`config.mk`:
```
export PLATFORM = sky130hd
export DESIGN_NAME = vm2002_stock_arbiter
export DESIGN_NICKNAME = d
export VERILOG_FILES = /design/src/rtl/vm2002_stock_arbiter.sv
export SDC_FILE = /design/constraint.sdc
export NUM_CORES = 1
export LEC_CHECK = 0
export CAP_MARGIN = 0
export CELL_PAD_IN_SITES_DETAIL_PLACEMENT = 1
export CELL_PAD_IN_SITES_GLOBAL_PLACEMENT = 1
export CORE_ASPECT_RATIO = 0.7
export CORE_UTILIZATION = 45
export CTS_CLUSTER_DIAMETER = 40
export DETAILED_ROUTE_END_ITERATION = 8
export PLACE_DENSITY = 0.74
export SYNTH_ARGS = -nofsm -noshare
export SYNTH_HDL_FRONTEND = slang
export SYNTH_SLANG_ARGS = --single-unit
```
`constraint.sdc`:
```
create_clock -name clk -period 2.4 [get_ports clk]
set_clock_uncertainty 0.2 [all_clocks]
set_input_delay 0.72 -clock clk [delete_from_list [all_inputs] [get_ports clk]]
set_output_delay 0.72 -clock clk [all_outputs]
set_load 0.05 [all_outputs]
```
`src/rtl/vm2002_stock_arbiter.sv`:
```
// vm2002_stock_arbiter: per-item stock count and price table shared by the
// vend path and the restock path. A round-robin arbiter picks one requester
// and a four-state sequencer (IDLE, READ, WRITE, DONE) performs the table
// update atomically, so the two paths can never interleave on an entry.
// Optional feature macro: VM2002_LOW_STOCK_EN adds the low_stock flags.
module vm2002_stock_arbiter #(
    parameter int NUM_ITEMS  = 8,
    parameter int CNT_W      = 4,
    parameter int MAX_COUNT  = 15,
    parameter int LOW_THRESH = 2
) (
    input  logic                 clk,
    input  logic                 hrst_n,
    input  logic                 vend_req,
    input  logic [2:0]           vend_item,
    input  logic                 vend_dec,
    output logic                 vend_ack,
    output logic                 vend_avail,
    output logic [7:0]           vend_cost,
    output logic [1:0]           vend_status,
    input  logic                 rs_req,
    input  logic [2:0]           rs_item,
    input  logic [CNT_W-1:0]     rs_count,
    input  logic [7:0]           rs_cost,
    output logic                 rs_ack,
    output logic                 rs_err
`ifdef VM2002_LOW_STOCK_EN
    ,
    output logic [NUM_ITEMS-1:0] low_stock
`endif
);

    typedef enum logic [1:0] {IDLE, READ, WRITE, DONE} state_t;

    localparam logic [1:0] ST_OK    = 2'b00;
    localparam logic [1:0] ST_EMPTY = 2'b01;
    localparam logic [1:0] ST_ERROR = 2'b10;

    state_t             state, state_nxt;
    logic               last_rs;   // 1 = restock was served last
    logic               srv_rs;    // 1 = current transaction is a restock
    logic               grant_rs;
    logic [2:0]         item_sel;
    logic               item_ok;
    logic [2:0]         item_q;
    logic               ok_q;
    logic               dec_q;
    logic [CNT_W-1:0]   add_q;
    logic [7:0]         pcost_q;
    logic [CNT_W-1:0]   cnt_q;
    logic [7:0]         cost_q;
    logic [CNT_W:0]     sum;
    logic [CNT_W-1:0]   count [NUM_ITEMS];
    logic [7:0]         cost  [NUM_ITEMS];

    // On a tie the requester that was not served last wins.
    assign grant_rs = rs_req & (~vend_req | ~last_rs);
    assign item_sel = grant_rs ? rs_item : vend_item;
    assign item_ok  = ({1'b0, item_sel} < 4'(NUM_ITEMS));
    // One extra bit so an add past MAX_COUNT is detected instead of wrapping.
    assign sum      = {1'b0, cnt_q} + {1'b0, add_q};

    // Sequencer state register.
    always_ff @(posedge clk or negedge hrst_n) begin
        if (!hrst_n) state <= IDLE;
        else         state <= state_nxt;
    end

    // Next-state decode and the single-cycle ack pulses in DONE.
    always_comb begin
        state_nxt = state;
        vend_ack  = 1'b0;
        rs_ack    = 1'b0;
        case (state)
            IDLE:  if (vend_req || rs_req) state_nxt = READ;
            READ:  state_nxt = WRITE;
            WRITE: state_nxt = DONE;
            DONE: begin
                state_nxt = IDLE;
                if (srv_rs) rs_ack   = 1'b1;
                else        vend_ack = 1'b1;
            end
            default: state_nxt = IDLE;
        endcase
    end

    // Latch winner and operands in IDLE; snapshot the table entry in READ.
    always_ff @(posedge clk or negedge hrst_n) begin
        if (!hrst_n) begin
            srv_rs  <= 1'b0;
            item_q  <= '0;
            ok_q    <= 1'b0;
            dec_q   <= 1'b0;
            add_q   <= '0;
            pcost_q <= '0;
            cnt_q   <= '0;
            cost_q  <= '0;
        end else begin
            case (state)
                IDLE: if (vend_req || rs_req) begin
                    srv_rs  <= grant_rs;
                    item_q  <= item_sel;
                    ok_q    <= item_ok;
                    dec_q   <= vend_dec;
                    add_q   <= rs_count;
                    pcost_q <= rs_cost;
                end
                READ: begin
                    // Out-of-range items are never read.
                    cnt_q  <= ok_q ? count[item_q] : '0;
                    cost_q <= ok_q ? cost[item_q]  : '0;
                end
                default: ;
            endcase
        end
    end

    // Table write-back, result registers and round-robin history in WRITE.
    always_ff @(posedge clk or negedge hrst_n) begin
        if (!hrst_n) begin
            for (int i = 0; i < NUM_ITEMS; i++) begin
                count[i] <= '0;
                cost[i]  <= '0;
            end
            vend_avail  <= 1'b0;
            vend_cost   <= '0;
            vend_status <= ST_OK;
            rs_err      <= 1'b0;
            last_rs     <= 1'b1;
        end else if (state == WRITE) begin
            last_rs <= srv_rs;
            if (srv_rs) begin
                if (!ok_q || (sum > (CNT_W+1)'(MAX_COUNT))) begin
                    rs_err <= 1'b1;
                end else begin
                    rs_err        <= 1'b0;
                    count[item_q] <= sum[CNT_W-1:0];
                    if (pcost_q != 8'd0) cost[item_q] <= pcost_q;
                end
            end else if (!ok_q) begin
                vend_avail  <= 1'b0;
                vend_cost   <= '0;
                vend_status <= ST_ERROR;
            end else begin
                vend_avail  <= (cnt_q != '0);
                vend_cost   <= cost_q;
                vend_status <= (cnt_q != '0) ? ST_OK : ST_EMPTY;
                if (dec_q && (cnt_q != '0)) count[item_q] <= cnt_q - CNT_W'(1);
            end
        end
    end

`ifdef VM2002_LOW_STOCK_EN
    // Low-stock flags follow the table one cycle behind any count write.
    always_ff @(posedge clk or negedge hrst_n) begin
        if (!hrst_n) begin
            low_stock <= '0;
        end else begin
            for (int i = 0; i < NUM_ITEMS; i++)
                low_stock[i] <= (count[i] <= CNT_W'(LOW_THRESH));
        end
    end
`endif

endmodule
```
Word level (Yosys, flattened, before mapping) --
Cells that the tools add are included. Widths: inputs -> output; s select.
Storage, ports and cells: register bits after elaboration 141, input port bits 23, word-level logic and storage cells 93
Cells by class: $add $sub $neg 2, $lt $le $gt $ge 3, equality and inequality tests 5, mux-type cells 31, bitwise operators 7, reductions and logical operators 15
Operators with widths (number):
- $mux 32 | 4
- $bwmux 32 | 2
- $bwmux 64 | 1
- $mux 8 | 5
- $bmux 8 s3 | 1
- $demux 8 s3 | 1
- $mux 4 | 4
- $bmux 4 s3 | 1
- $demux 4 s3 | 1
- $pmux 2 s4 | 1
- $reduce_and 4->1 | 2
- $reduce_bool 8->1 | 1
- $mux 1 | 7
- $reduce_and 2->1 | 3
- $add 4x4->5 | 1
- $gt 5x4->1 const B | 1
- $eq 2x2->1 const B | 2
- $ge 4x4->1 const B | 1
- $lt 4x1->1 const B | 1
- $mux 2 | 2
- $ne 2x2->1 const B | 2
- $not 1->1 | 4
- $not 3->4 | 1
- $reduce_bool 2->1 | 2
- 10 further kinds | 12

Depth between registers and ports, before layout --
Gate-level depths: netlist of run 1.
word-level depth 9, gate-level depth with buffers 7, mapped depth without buffers 6

Worst setup path before layout of run 1 --
OpenSTA, ideal clock, no wires.
kind register -> register, start point reg cnt_q[0], end point reg count[0] in the netlist's numbering, library setup time 0.125 ns, data arrival time 2.135 ns, required time 2.075 ns, path slack -0.060 ns, stages on the path, launching flop included 7, cells stage by stage dfrtp_1 > ha_1 > fa_1 > a21oi_1 > o21ai_2 > a211oi_1 > mux2_2
Between the ends: word-level cells in the longest chain between the ends 5, elaborated cells between the ends (all ways) 15
RTL lines:
- start: declaration | line 50 | logic [CNT_W-1:0] cnt_q;
- start signal: assignment | line 110 | cnt_q <= ok_q ? count[item_q] : '0;
- $add 4x4->5 / $sub 4x1->4 (equally long branches) | line 61, 148
- $gt 5x4->1 / $bwmux 32 (equally long branches) | line 133, 148
- $logic_or 1x1->1 / $mux 32 (equally long branches) | line 133, 148
- $ne 2x2->1 (no line) / $mux 32 (equally long branches)
- $reduce_and 4->1 (no line) / $mux 32 (equally long branches)
- end signal: indexed assignment | line 137 | count[item_q] <= sum[CNT_W-1:0];
- end signal: indexed assignment | line 148 | if (dec_q && (cnt_q != '0)) count[item_q] <= cnt_q - CNT_W'(1);
- end: declaration | line 53 | logic [CNT_W-1:0] count [NUM_ITEMS];
Several ways; a longest one is shown, not always the timed one. The select of a mux whose other input is x is not followed. A chain may end at the register's enable or synchronous reset.

Worst setup path in the final report of run 1 --
start point reg cnt_q[0], end point reg count[21] in the netlist's numbering
Same word-level chain as after synthesis.

==> out/metrics.cfg, run 1 <==
[cts]
numCtsBuffers=17
tritoncts=yes
ctsRootBufferMaster=clkbuf_16
cts_max_path_buffers=2
htree_levels=4
clock-sinks=141
clkTransAtPathRegs_ns=0.06
clk_latency_ns=0.43

[drt]
drt-initial-drc-count=234
dr.pass1.iters=4
routed_wl_mm=19.1
wl_per_cell_um=24.1
via_per_inst=5.82
vias=4616
remaining_drc_errors=0
ant_nets=0

[yosys]
synth_cell_type_count=60
async_flop_share_pct=100
syn-num-nets=530
synth_top_area_share_pct=53.3
avgSynthCellArea_um2=13.3
yosysWarnings=0
synth_area_leaders=dfrtp_1, mux2_2, mux4_2, mux2i_1, ha_1
ys_seq_elements=141
synth_largest_area_cell=dfrtp_1
synthCells=495
synth-edff-count=0
mappedNetlistArea_mm2=0.00658
synthFlopType=dfrtp_1
seq_area_frac_synth_pct=53.7

[critical_path]
path_buf_inv=2
start_kind=flop
worstPathCellList=ha_2 -> fa_2 -> a21oi_4 -> o21ai_4 -> buf_6 -> a211oi_2 -> buf_4 -> mux2_4
slowest_delay_ns=0.41
cp_max_fo=7
critPathSlowestCell=dfrtp_1
crit_type=reg -> reg
critPathRequiredTime_ns=2.51
crit_family=adder cells
cp.arrival_ns=2.55
cp-end-kind=flop
reg2reg_slack_ns=-0.05

[grt]
grt_max_degree=46
grt_usage_pct=26.8
antenna_found_initial=0
grt-ovfl-total=0
grt_pass1_wl_mm=29.6
grt_pass1_vias=4961

[min_path]
hp-class=reg -> reg

[place]
gp_congestion=0.834
portBuffers=36
hpwl_mm=12.6

[cells_and_area]
fin_util_pct=60.0
nNetsFinal=627
final_common_cell=dfrtp_1
mostFrequentLayoutCells=dfrtp_1, mux2_2, buf_4
areaGrowthSynthToFinish_pct=28.6
layout-drive-gt1-share_pct=44.1
diodes=0
final.fill_count=1377

[die]
initial_utilization_pct=46.6
rows=36
dieArea_mm2=0.0151
core-area_mm2=0.0141
die_w_um=146
num_io_pins=37
die_h_um=103

[power]
power_uw=12300
vdd_drop_max_v=0.000514
power.density_mw_per_mm2=1450
power.leakage_uw=0.00384

[run]
maxCapViolCount=0

[timing]
finalHoldViolations=0
layout_setup_ws_ns=-0.0451
setup_viol=45
tightest_slew_ns=0.574
fin_crit_ns=2.45
grt_setup_unrepaired=true
timing.fmax_ghz=0.409
post-route-period-util_pct=102
drv_slew=0
slew_headroom_pct=61.7

[outcome]
status=finished, violations left
failed_checks=setup timing

cell usage after synthesis, types with 5 or more instances:
library cell and n:
ha_1 11, nand2_1 34, a221oi_1 5, clkbuf_1 12, a221o_1 5, buf_2 6
nand4_2 6, a21oi_1 9, o21ai_0 11, o22ai_1 7, o31ai_1 5, mux4_2 8
buf_1 8, dfrtp_1 140, nand3_1 6, mux2_2 118, nor2_1 7, a31oi_1 5
mux2i_1 15, inv_1 13
state kept, by name (all words and copies together), names as in the netlist:
register	count
state	2
ok_q	1
cnt_q	4
vend_status	2
cost_q	8
pcost_q	8
count	32
add_q	4
item_q	3
last_rs	1
srv_rs	1
vend_cost	8
rs_err	1
dec_q	1
vend_avail	1
cost	64
per-stage QoR:
| stage | TNS [ns] | std cells | setup slack [ns] | instance area, um2 | hold slack [ns] |
|---|---|---|---|---|---|
| 3_5_place_dp | -11.86 | 750 | -0.214 | 7590 | 0.258 |
| 4_1_cts | -3.78 | 787 | -0.0954 | 8350 | 0.271 |
| 5_1_grt | -4.13 | 793 | -0.104 | 8450 | 0.313 |
| 6_report | -0.890 | 793 | -0.0451 | 8450 | 0.267 |
| 2_1_floorplan | -0.761 | 495 | -0.0599 | 6580 | 0.224 |
| 3_3_place_gp | -3.16 | 750 | -0.0962 | 7590 | 0.254 |
path summary, 6_finish.rpt:
check / depth (start not counted) / from / to
setup / recovery: 8 / cnt_q[0] / count[21]
hold reg to reg: 2 / vend_cost[4] / vend_cost[4]
setup reg to reg: 8 / cnt_q[0] / count[21]
min in group asynchronous: 2 / hrst_n / cost[41]
max in group asynchronous: 3 / hrst_n / last_rs
hold / removal: 2 / vend_cost[4] / vend_cost[4]
final cells by class:
type                       count  area (um2)  area share (%)
inverter                      14        52.6           0.622
sequential                   141        3530            41.8
clock buffer                  22         444            5.25
tap                          190         238            2.81
multi-input combinational    311        3030            35.8
clock inverter                 8         119            1.41
timing repair buffer         107        1040            12.3
tightest hold or removal path, cell delays in order (launching register included):
cell and delay (ns):
dfrtp_1 0.34, nand2_1 0.05, nand2_1 0.05
power by group:
group          internal, uW  leakage (uW)  switching, uW
sequential             3390       0.00180            760
clock                  1620      0.000278            985
combinational          2550       0.00177           2970
total                  7560       0.00384           4710
cell families (layout without fill, tap and decap cells):
logic type	after synthesis	after routing	synth area share, %
multiplexers	141	141	25.2
flip-flops	141	141	53.7
AND/OR/NAND/NOR	80	80	7.02
AO/OA/AOI/OAI	76	76	8.64
buffers and inverters	43	151	2.76
adder cells (fa/ha/maj)	12	12	2.40
XOR/XNOR	2	2	0.266
per-layer routing:
layer | vias up | global-route usage (%) | share of wire, %
li1 | 2017 | - | -
met1 | 2455 | 36.7 | 47
met2 | 123 | 42.9 | 47
met3 | 21 | 5.40 | 4.7
met4 | 0 | 9.70 | 1.7
met5 | - | 0 | 0
timing repair:
item                                   in CTS  in global routing
resized for setup                          33                 15
pin swaps                                   9                  7
endpoints found under the hold margin      21                  0
hold buffers                                1                  0
buffers inserted                            6                  7
setup endpoints to repair                  96                 96
Note: power is estimated with default switching activity, not from simulation.
==> run 2, diff against run 1 <==
--- a/config.mk
+++ b/config.mk
@@ -12,7 +12,7 @@
 export CORE_UTILIZATION = 45
 export CTS_CLUSTER_DIAMETER = 40
 export DETAILED_ROUTE_END_ITERATION = 8
-export PLACE_DENSITY = 0.74
+export PLACE_DENSITY = 0.73
 export SYNTH_ARGS = -nofsm -noshare
 export SYNTH_HDL_FRONTEND = slang
 export SYNTH_SLANG_ARGS = --single-unit
==> constraint.sdc (replaced) <==
create_clock -name clk -period 2.4 [get_ports clk]
set_clock_uncertainty 0.2 [all_clocks]
set_input_delay 0.72 -clock clk [delete_from_list [all_inputs] [get_ports clk]]
set_output_delay 0.72 -clock clk [all_outputs]
set_load 0.01 [all_outputs]
==> run 2 against run 1 <==
Effect of this change:
- the run still ends with setup timing left
- flip-flop and latch count did not move
- global-route usage rose by 3.5 points
- combinational power rose by 4.0%
- sequential power rose by 2%
- clock-buffer cell count fell by 1
- die area did not move
- core utilization rose by 2.7 points
- fmax fell by 3.5%
- register-to-register slack got worse by 0.09 ns
- sequential share of layout area fell by 1.8 points
- worst setup slack got worse by 0.088 ns
- largest cell class unchanged
==> out/metrics.cfg, run 2 (synthesis gave the netlist of run 1 again) <==
[die]
dieArea_mm2=0.0151
initial_utilization_pct=46.6
die_w_um=146
num_io_pins=37
die_h_um=103
core-area_mm2=0.0141
rows=36

[place]
gp_congestion=0.801
portBuffers=36
post-place-ws_ns=-0.181
place_area_mm2=0.00769
hpwl_mm=12.5

[timing]
layout_setup_ws_ns=-0.133
fin_crit_ns=2.53
tightest_slew_ns=0.681
grt_setup_unrepaired=true
slew_headroom_pct=54.4
timing.fmax_ghz=0.395
setup_viol=82
drv_slew=0
finalHoldViolations=0
post-route-period-util_pct=106

[cells_and_area]
stdcell_area_mm2=0.00884
mostFrequentLayoutCells=dfrtp_1, mux2_2, buf_4
largest_reg_flops=64
diodes=0
areaGrowthSynthToFinish_pct=34.4
nNetsFinal=648
reg_top3=cost: 64 flops, count: 32 flops
layout-drive-gt1-share_pct=45.4
top_register=cost
final_common_cell=dfrtp_1

[outcome]
failed_checks=setup timing
status=finished, violations left

[drt]
wl_per_cell_um=27.1
ant_nets=0
routed_wl_mm=22.1
via_per_inst=6.06
vias=4941
remaining_drc_errors=0
drt-initial-drc-count=377
dr.pass1.iters=5

[grt]
grt_usage_pct=30.4
antenna_found_initial=0
grt_pass1_vias=5324
grt_max_degree=45
grt_pass1_wl_mm=33.2
grt-ovfl-total=0

[cts]
htree_levels=4
tritoncts=yes
cts_max_path_buffers=2
hold_buffers=0
clkTransAtPathRegs_ns=0.06
clock-sinks=141
ctsRootBufferMaster=clkbuf_16
clk_latency_ns=0.43
numCtsBuffers=17

[critical_path]
critPathRequiredTime_ns=2.50
critPathSlowestCell=a2111oi_4
start_kind=flop
crit_top_cell=buf_4
cp_max_fo=6
slowest_delay_ns=0.48
worstPathCellList=buf_4 -> inv_4 -> ha_2 -> or3b_4 -> nand4_4 -> a2111oi_4 -> buf_4 -> mux2_4
cp-end-kind=flop
crit_type=reg -> reg
cp.arrival_ns=2.63

[run]
maxCapViolCount=0

[power]
power.density_mw_per_mm2=1460
power.leakage_uw=0.00398
vdd_drop_max_v=0.000612

[min_path]
hp-class=in -> async

[run 2: final timing paths]
path	cells past startpoint	to	startpoint	slack [ns]
hold / removal	1	cost[33]	hrst_n	0.03
hold reg to reg	2	vend_cost[7]	vend_cost[7]	0.28
max in group asynchronous	2	last_rs	hrst_n	1.31
setup reg to reg	8	count[28]	cnt_q[0]	-0.13
setup / recovery	8	count[28]	cnt_q[0]	-0.13
min in group clk	2	vend_cost[7]	vend_cost[7]	0.28
[run 2: metal layers]
metal  wire length (um)  global-route usage [%]  share of wire [%]  vias up
li1                   -                       -                  -     2071
met1               9800                    39.6                 44     2598
met2              10600                    49.0                 48      217
met3               1160                    7.04                5.2       55
met4                611                    13.9                2.8        0
met5                  0                       0                  0        -
[run 2: report_power, final]
part	switching (uW)	internal (uW)	total, uW
Sequential	849	3400	4250
Combinational	2960	2770	5740
Clock	1050	1840	2900
Total	4870	8010	12900
[run 2: area by class of cell]
class                           instances  area (um2)
Clock buffer                           21         440
Clock inverter                         11         191
Fill cell                            1350        5260
Inverter                               14        55.1
Multi-Input combinational cell        311        3120
Sequential cell                       141        3530
Tap cell                              190         238
Timing Repair Buffer                  128        1260
[run 2: critical path, delay by kind of cell, from the launching register on]
| family | cells | cell delay (ns) |
|---|---|---|
| AOI/OAI and AO/OA | 1 | 0.48 |
| adders and majority gates | 1 | 0.19 |
| buffers and inverters | 3 | 0.41 |
| DFF | 1 | 0.37 |
| muxes | 1 | 0.31 |
| and+or+nand+nor | 2 | 0.44 |
[run 2: per-stage QoR]
stage	utilization [%]	hold WS, ns	instances	TNS, ns	power [uW]
finish	62.7	0.0335	816	-4.38	12900
CTS	61.8	0.0305	806	-4.31	12400
global placement	54.5	0.251	762	-2.74	8600
global route	62.7	0.0492	816	-7.53	13400
detailed placement	54.5	0.270	762	-7.77	8880
floorplan	-	0.224	495	-0.761	6840
[run 2: repair_timing]
| action | 4_1_cts | 5_1_grt |
|---|---|---|
| pin swaps | 11 | 8 |
| cloned | 1 | 0 |
| buffers inserted | 11 | 12 |
| resized for setup | 63 | 19 |
| endpoints found under the setup margin | 102 | 100 |
